### config.mk
export PLATFORM = sky130hd
export DESIGN_NAME = xor_share_sched
export DESIGN_NICKNAME = d
export VERILOG_FILES = /design/src/rtl/xor_share_sched.sv
export SDC_FILE = /design/constraint.sdc
export NUM_CORES = 1
export LEC_CHECK = 0
export BUFFER_PORTS_ARGS = -buffer_cell sky130_fd_sc_hd__buf_2
export CELL_PAD_IN_SITES_DETAIL_PLACEMENT = 0
export CELL_PAD_IN_SITES_GLOBAL_PLACEMENT = 2
export CORE_MARGIN = 3
export CORE_UTILIZATION = 24
export CTS_CLUSTER_SIZE = 14
export DETAILED_ROUTE_END_ITERATION = 8
export PLACE_DENSITY = 0.83
export RECOVER_POWER = 100
export SLEW_MARGIN = 20
export SYNTH_ARGS = -nofsm -noshare
export SYNTH_HDL_FRONTEND = slang
export SYNTH_SLANG_ARGS = --single-unit
### constraint.sdc
create_clock -name clk -period 1.75 [get_ports clk]
set_clock_uncertainty 0.2 [all_clocks]
set_input_delay 0.35 -clock clk [delete_from_list [all_inputs] [get_ports clk]]
set_output_delay 0.35 -clock clk [all_outputs]
set_load 0.05 [all_outputs]
### src/rtl/xor_share_sched.sv
// Round-robin scheduler that time-shares one external 2-input XOR cell among
// NREQ requesters, serially reducing each granted W-bit word to its parity.
module xor_share_sched #(
    parameter int NREQ = 4,
    parameter int W    = 8
) (
    input  logic                      clk,
    input  logic                      rst,
    input  logic [NREQ-1:0]           req,
    input  logic [NREQ*W-1:0]         data,
    output logic [NREQ-1:0]           grant,
    output logic                      busy,
    output logic                      done,
    output logic [$clog2(NREQ)-1:0]   done_id,
    output logic                      parity,
    output logic                      xor_a,
    output logic                      xor_b,
    input  logic                      xor_z
);
    localparam int IW = $clog2(NREQ);
    localparam int CW = $clog2(W);

    typedef enum logic [1:0] {S_IDLE, S_SHIFT, S_DONE} state_t;

    state_t                  r_state, w_next;
    logic [IW-1:0]           r_ptr, r_win, w_win;
    logic [NREQ-1:0]         r_grant;
    logic [W-1:0]            r_sh;
    logic [CW-1:0]           r_cnt;
    logic                    r_acc, r_par;
    logic                    w_found, w_last;
    logic [NREQ-1:0][W-1:0]  w_words;
    int                      v_idx;

    for (genvar g = 0; g < NREQ; g++) begin : g_slice
        assign w_words[g] = data[g*W +: W];
    end

    assign w_last = (r_cnt == CW'(W-1));

    // First requester at or after ptr+1, wrapping modulo NREQ.
    always_comb begin
        w_found = 1'b0;
        w_win   = r_ptr;
        v_idx   = 0;
        for (int i = 1; i <= NREQ; i++) begin
            v_idx = int'(r_ptr) + i;
            if (v_idx >= NREQ) v_idx = v_idx - NREQ;
            if (!w_found && req[v_idx]) begin
                w_found = 1'b1;
                w_win   = IW'(v_idx);
            end
        end
    end

    always_ff @(posedge clk) begin
        if (rst) r_state <= S_IDLE;
        else     r_state <= w_next;
    end

    always_comb begin
        w_next = r_state;
        case (r_state)
            S_IDLE:  if (w_found) w_next = S_SHIFT;
            S_SHIFT: if (w_last)  w_next = S_DONE;
            S_DONE:  w_next = S_IDLE;
            default: w_next = S_IDLE;
        endcase
    end

    always_comb begin
        xor_a = 1'b0;
        xor_b = 1'b0;
        done  = 1'b0;
        busy  = (r_state != S_IDLE);
        case (r_state)
            S_SHIFT: begin
                xor_a = r_acc;
                xor_b = r_sh[0];
            end
            S_DONE:  done = 1'b1;
            default: ;
        endcase
    end

    always_ff @(posedge clk) begin
        if (rst) begin
            r_ptr   <= IW'(NREQ-1);
            r_win   <= '0;
            r_grant <= '0;
            r_sh    <= '0;
            r_cnt   <= '0;
            r_acc   <= 1'b0;
            r_par   <= 1'b0;
        end else begin
            case (r_state)
                S_IDLE: if (w_found) begin
                    r_sh    <= w_words[w_win];
                    r_acc   <= 1'b0;
                    r_cnt   <= '0;
                    r_grant <= {{(NREQ-1){1'b0}}, 1'b1} << w_win;
                    r_ptr   <= w_win;
                    r_win   <= w_win;
                end
                S_SHIFT: begin
                    r_acc <= xor_z;
                    r_sh  <= r_sh >> 1;
                    r_cnt <= r_cnt + CW'(1);
                    if (w_last) r_par <= xor_z;
                end
                S_DONE:  r_grant <= '0;
                default: ;
            endcase
        end
    end

    assign grant   = r_grant;
    assign done_id = r_win;
    assign parity  = r_par;
endmodule

Word-level counts from Yosys, hierarchy flattened
Index checks and enable logic that the tools add are counted.
Word-level totals
  output and inout bits: 11
  word-level logic and storage cells: 87
  register bits after elaboration: 23
Cells by class
  $add $sub $neg: 9
  reduce and logical (&&, ||, !) cells: 15
  equal/unequal tests: 5
  multiplexer cells: 40
  shifts and indexed selects: 1
  order comparisons: 9
Operators with widths (number)
  less-than comparator 32 x 4 -> 1 bit, second input constant: 4
  2-to-1 mux 32 bit: 4
  binary-select mux 8 bit (select 2 bit): 1
  2-to-1 mux 1 bit: 16
  2-to-1 mux 8 bit: 2
  one-hot mux 8 bit (2 select lines): 1
  2-to-1 mux 2 bit: 6
  subtractor 3 x 3 -> 4 bit, second input constant: 3
  AND reduction 2 bit: 5
  greater-or-equal comparator 3 bit, second input constant: 3
  binary-select mux 1 bit (select 2 bit): 4
  one-hot mux 4 bit (2 select lines): 1
  adder 2 x 2 -> 3 bit, second input constant: 2
  one-hot mux 3 bit (2 select lines): 1
  nonzero test 2 bit: 3
  subtractor 4 x 3 -> 5 bit, second input constant: 1
  adder 2 x 3 -> 4 bit, second input constant: 1
  greater-or-equal comparator 4 x 3 -> 1 bit, second input constant: 1
  2-to-1 mux 4 bit: 1
  != test 2 bit, second input constant: 2
  one-hot mux 2 bit (2 select lines): 1
  left shift 1 x 2 -> 4 bit, first input constant: 1
  adder 2 x 1 -> 3 bit, second input constant: 1
  adder 3 x 1 -> 3 bit, second input constant: 1
  9 further kinds: 13

Depth between registers and ports, before layout
  depth after elaboration: 20
  depth in mapped cells: 8
  depth with buffers taken out: 5

Worst setup path after synthesis
No wires, ideal clock.
  path kind: reg-to-output
  start: reg r_state[0]
  end: out xor_a
  cell stages (with the launch flop): 4
  required time: 1.200 ns
  arrival: 1.427 ns
  slack: -0.227 ns
  cell sequence: dfxtp_1 -> nor2b_1 -> clkbuf_1 -> and2_1
Between the ends
  cells in the longest elaborated chain, start to end: 2
RTL lines
  start: declaration: RTL line 25  | state_t r_state, w_next;
  start signal: assignment: RTL line 58  | else r_state <= w_next;
  == test 2 x 1 -> 1 bit: RTL line 76  | case (r_state)
  2-to-1 mux 1 bit: RTL line 76
  end: declaration: RTL line 16  | output logic xor_a,
No other way between the ends.

Worst setup path after layout
  start: reg r_ptr[1]
  end: reg r_sh[7]
Between the ends
  cells in the longest elaborated chain, start to end: 20
  elaborated cells between the ends (all ways): 48
  those cells by class: add/sub: 8; order compare: 4; eq/ne: 1; mux: 28; reduce/logical: 7
RTL lines
  start: declaration: RTL line 26  | logic [IW-1:0] r_ptr, r_win, w_win;
  start signal: assignment: RTL line 88  | r_ptr <= IW'(NREQ-1);
  start signal: assignment: RTL line 102  | r_ptr <= w_win;
  adder 2 x 1 -> 3 bit: RTL line 47  | v_idx = int'(r_ptr) + i;
  subtractor 3 x 3 -> 4 bit / greater-or-equal comparator 3 bit (equally long branches): RTL line 48  | if (v_idx >= NREQ) v_idx = v_idx - NREQ;
  2-to-1 mux 32 bit: RTL line 48
  binary-select mux 1 bit (select 2 bit): RTL line 49  | if (!w_found && req[v_idx]) begin
  2-to-1 mux 1 bit (implied by the code) (2 in a row): RTL line 49
  2-to-1 mux 1 bit: RTL line 49
  zero test 1 bit: RTL line 49
  logical AND 1 bit: RTL line 49
  (+3 left out)
  2-to-1 mux 1 bit: RTL line 49
  zero test 1 bit: RTL line 49
  logical AND 1 bit: RTL line 49
  2-to-1 mux 2 bit: RTL line 49
  binary-select mux 8 bit (select 2 bit): RTL line 98  | r_sh <= w_words[w_win];
  2-to-1 mux 8 bit (implied by the code): RTL line 98
  2-to-1 mux 8 bit: RTL line 97  | S_IDLE: if (w_found) begin
  one-hot mux 8 bit (2 select lines): RTL line 96  | case (r_state)
  end signal: assignment: RTL line 98
  end signal: assignment: RTL line 107  | r_sh <= r_sh >> 1;
  end: declaration: RTL line 28  | logic [W-1:0] r_sh;
Parallel ways exist; a longest one is shown, timed or not. The select of a mux whose other input is x is not followed.
A chain may end at the register's enable or synchronous reset.

==> flow_summary_export.csv <==
group,metric,value,unit
worst_setup_path,rr_endpoint,"r_sh[7]",
timing,worstMarginPinSlew,0.467,ns
synth,synth_compound_area_frac,0.166,
synth,ys_ff_latch,23,
synth,yosys.area_share.simple,0.267,
placed_design,portBuffers,49,
clock_network,htree_levels,1,
min_path,worstHoldPathCells,3,
synth,synth_top_family_by_area,"simple AND/OR/NAND/NOR gates",
timing,max_freq,0.553,GHz
global_route,met3_usage,0.0431,
floorplanning,die_height,79.3,um
worst_setup_path,cp_cell_sequence,"mux2i_2 -> nor2_2 -> nor3_4 -> clkbuf_16 -> mux2i_2 -> o211ai_1",
finish,nets,259,
synth,synth-adder-area-share,0.0194,
worst_setup_path,worst-path-buf-inv,1,
clock_network,cts_tree,"done",
worst_setup_path,cp-start-kind,"flip-flop",
synth,synth_top_flop_cell,"dfxtp_1",
worst_setup_path,critical_path.max_fanout,8,
detailed_routing,firstDrtPassIters,4,
detailed_routing,vias_per_cell,4.51,
timing,hold_violations,0,
floorplanning,die-area,6290,um2
global_route,busiest_layer,"met2",
synth,synth_common_cells,"26 x nand2_1, 23 x dfxtp_1, 17 x mux2i_1",
finish,area_growth,42.3,%
global_route,grt_pass1_wl,5410,um
synth,synthesis.nets,194,
timing,final-setup-viol-count,8,
placed_design,gp_congestion,0.832,
synth,synth_edf_count,0,
worst_setup_path,path_class,"reg2reg",
clock_network,cts_root_buf,"clkbuf_8",
synth,yosysMostFrequentCell,"nand2_1",
finish,antenna_cells,0,
global_route,grt_use_met2,0.171,
placed_design,dp_hpwl,2640,um
worst_setup_path,r2r_start,"r_ptr[1]",
worst_setup_path,critPathRequiredTime,1.70,ns
worst_setup_path,cpMostUsedCell,"mux2i_2",
run,drv_cap,0,
timing,rsz0062_at_grt,"true",
run_status,violations,"setup timing",
min_path,worstHoldStart,"xor_z",
synth,netlist_area,1290,um2
synth,ys_warn_count,0,
floorplanning,rows,26,
floorplanning,io_pins,50,
min_path,min_to,"r_acc",
clock_network,cts_sinks,23,
placed_design,postPlaceCellArea,1720,um2
worst_setup_path,cp.arrival,1.76,ns
global_route,antenna_found_initial,0,
pwr,vdd_drop_max,355,uV
synth,synth.largest_area_cell,"dfxtp_1",
synth,synthTopCellsByArea,"dfxtp_1 36%, mux2i_1 13%, nand2_1 7.6%",
finish,drive_gt1_frac,0.410,
synth,synth_cell_types,34,
timing,fin_hold_ws,0.126,ns
worst_setup_path,critical_path.top_delay_family,"multiplexers",
floorplanning,start_util,0.251,
pwr,power.leakage,0.830,nW
synth,async_flop_share,0,
synth,synth_xor_area_frac,0,
detailed_routing,via_count,1293,
detailed_routing,drtIter0Drc,47,
worst_setup_path,cp-end-kind,"flip-flop",
timing,maxSlewHeadroom,0.688,
global_route,grt_use_met1,0.142,
detailed_routing,wl,3550,um
global_route,grt_pass1_vias,1164,
detailed_routing,remaining_drc_errors,0,
timing,period_needed,1.81,ns
clock_network,clkTransAtPathRegs,0.09,ns
worst_setup_path,critPathMaxStageDelay,0.38,ns
synth,synth_seq_area_share,0.357,
global_route,grt_usage,0.109,
synth,synth_mux_area_frac,0.132,
detailed_routing,post_drt_wl_per_cell,12.4,um
pwr,power,0.00149,W
timing,min_period_over_period,1.03,
pwr,p_per_area,814,nW/um2
finish,final_cell_area,1840,um2
min_path,hp-class,"in2reg",
clock_network,cts_made_buffers,3,
floorplanning,coreArea,5140,um2
run_status,status,"finished, violations left",
detailed_routing,drt.antenna.violating_nets,0,
clock_network,clock_latency,0.27,ns
floorplanning,die_w,79.3,um
synth,syn_avg_cell_area,8.43,um2
placed_design,pre_cts_slack,-0.264,ns
global_route,overflow,0,
clock_network,clockBufferDepth,2,
worst_setup_path,rrSetupSlack,-0.06,ns
worst_setup_path,cpMaxStageDelayCell,"dfxtp_4",
timing,final_max_slew_viol_count,0,
synth,synthCells,153,
global_route,grt_start_max_net_pins,18,
timing,setup_ws,-0.0586,ns
worst_setup_path,reg2reg_depth,6,
synth,synth_top_area_frac,0.357,
[cell type report]
cell class | count | area (um2)
tap | 70 | 87.6
inverter | 2 | 7.51
timing repair buffer | 68 | 427
multi-input combinational | 120 | 798
fill | 590 | 3300
sequential | 23 | 467
clock inverter | 1 | 7.51
clock buffer | 3 | 41.3
[stage by stage]
step | utilization | TNS [ns] | instances
global route | 0.357 | -1.47 | 287
finish | 0.357 | -0.252 | 287
global placement | 0.334 | -2.29 | 282
floorplan | - | 0 | 153
CTS | 0.351 | -0.0708 | 286
detailed placement | 0.334 | -2.60 | 282
[cell families after synthesis]
logic type / Yosys count
mux: 17
flops: 23
buf+inv: 10
compound gates: 33
simple gates: 68
fa+ha+maj: 2
[worst register-to-register path, delay by kind of cell, from the launching register on]
kind	cells	cell delay [ns]
muxes	2	0.45
buffers and inverters	1	0.23
DFF	1	0.38
AOI/OAI and AO/OA	1	0.11
and+or+nand+nor	2	0.31
[where the power goes]
part	total (W)	switching, W	internal [W]
combinational	0.000527	0.000280	0.000247
clock	0.000344	0.000183	0.000161
sequential	0.000624	0.0000403	0.000583
total	0.00149	0.000503	0.000992
[how the worst max path moves through the flow]
stage | startpoint | to | slack [ns] | cells past startpoint
2_1_floorplan | req[1] | r_sh[0] | 0.02 | 5
4_1_cts | r_ptr[1] | r_sh[0] | -0.03 | 6
6_report | r_ptr[1] | r_sh[7] | -0.06 | 6
5_1_grt | r_ptr[1] | r_sh[7] | -0.15 | 6
3_5_place_dp | req[1] | r_sh[0] | -0.26 | 6
3_3_place_gp | req[1] | r_sh[1] | -0.19 | 6
[repair_timing]
item                                    4_1_cts  5_1_grt
gates resized for setup                      12        8
pin swaps                                     1        3
cloned                                        0        1
hold buffers                                  0        0
endpoints found under the setup margin       11       17
setup buffers                                 0        0
hold endpoints to repair                      0        0
[sequential cells by signal, summed over array words and instances, names as in the netlist]
signal   count
r_sh         8
grant        4
r_cnt        3
done_id      2
r_ptr        2
r_state      2
parity       1
r_acc        1
[routing by layer]
layer | up-vias | share of wire
li1 | 673 | -
met1 | 578 | 0.47
met2 | 38 | 0.45
met3 | 4 | 0.074
met4 | 0 | 0.0065
met5 | - | 0
[placed cells by master, fill, tap and decap left out, types with 3 or more instances in the layout]
master,Yosys,layout
clkbuf_1,4,3
o21ai_0,5,5
buf_4,0,15
o21ai_1,6,6
a21oi_1,6,6
buf_2,0,36
mux2i_1,17,14
clkbuf_2,0,8
nand2_1,26,27
dfxtp_1,23,20
nand3_1,5,5
mux2i_2,0,3
nand2b_1,5,5
clkbuf_8,0,3
nor2_1,13,11
and2_4,2,4
o221ai_1,7,7
(Power assumes the default switching activity.)
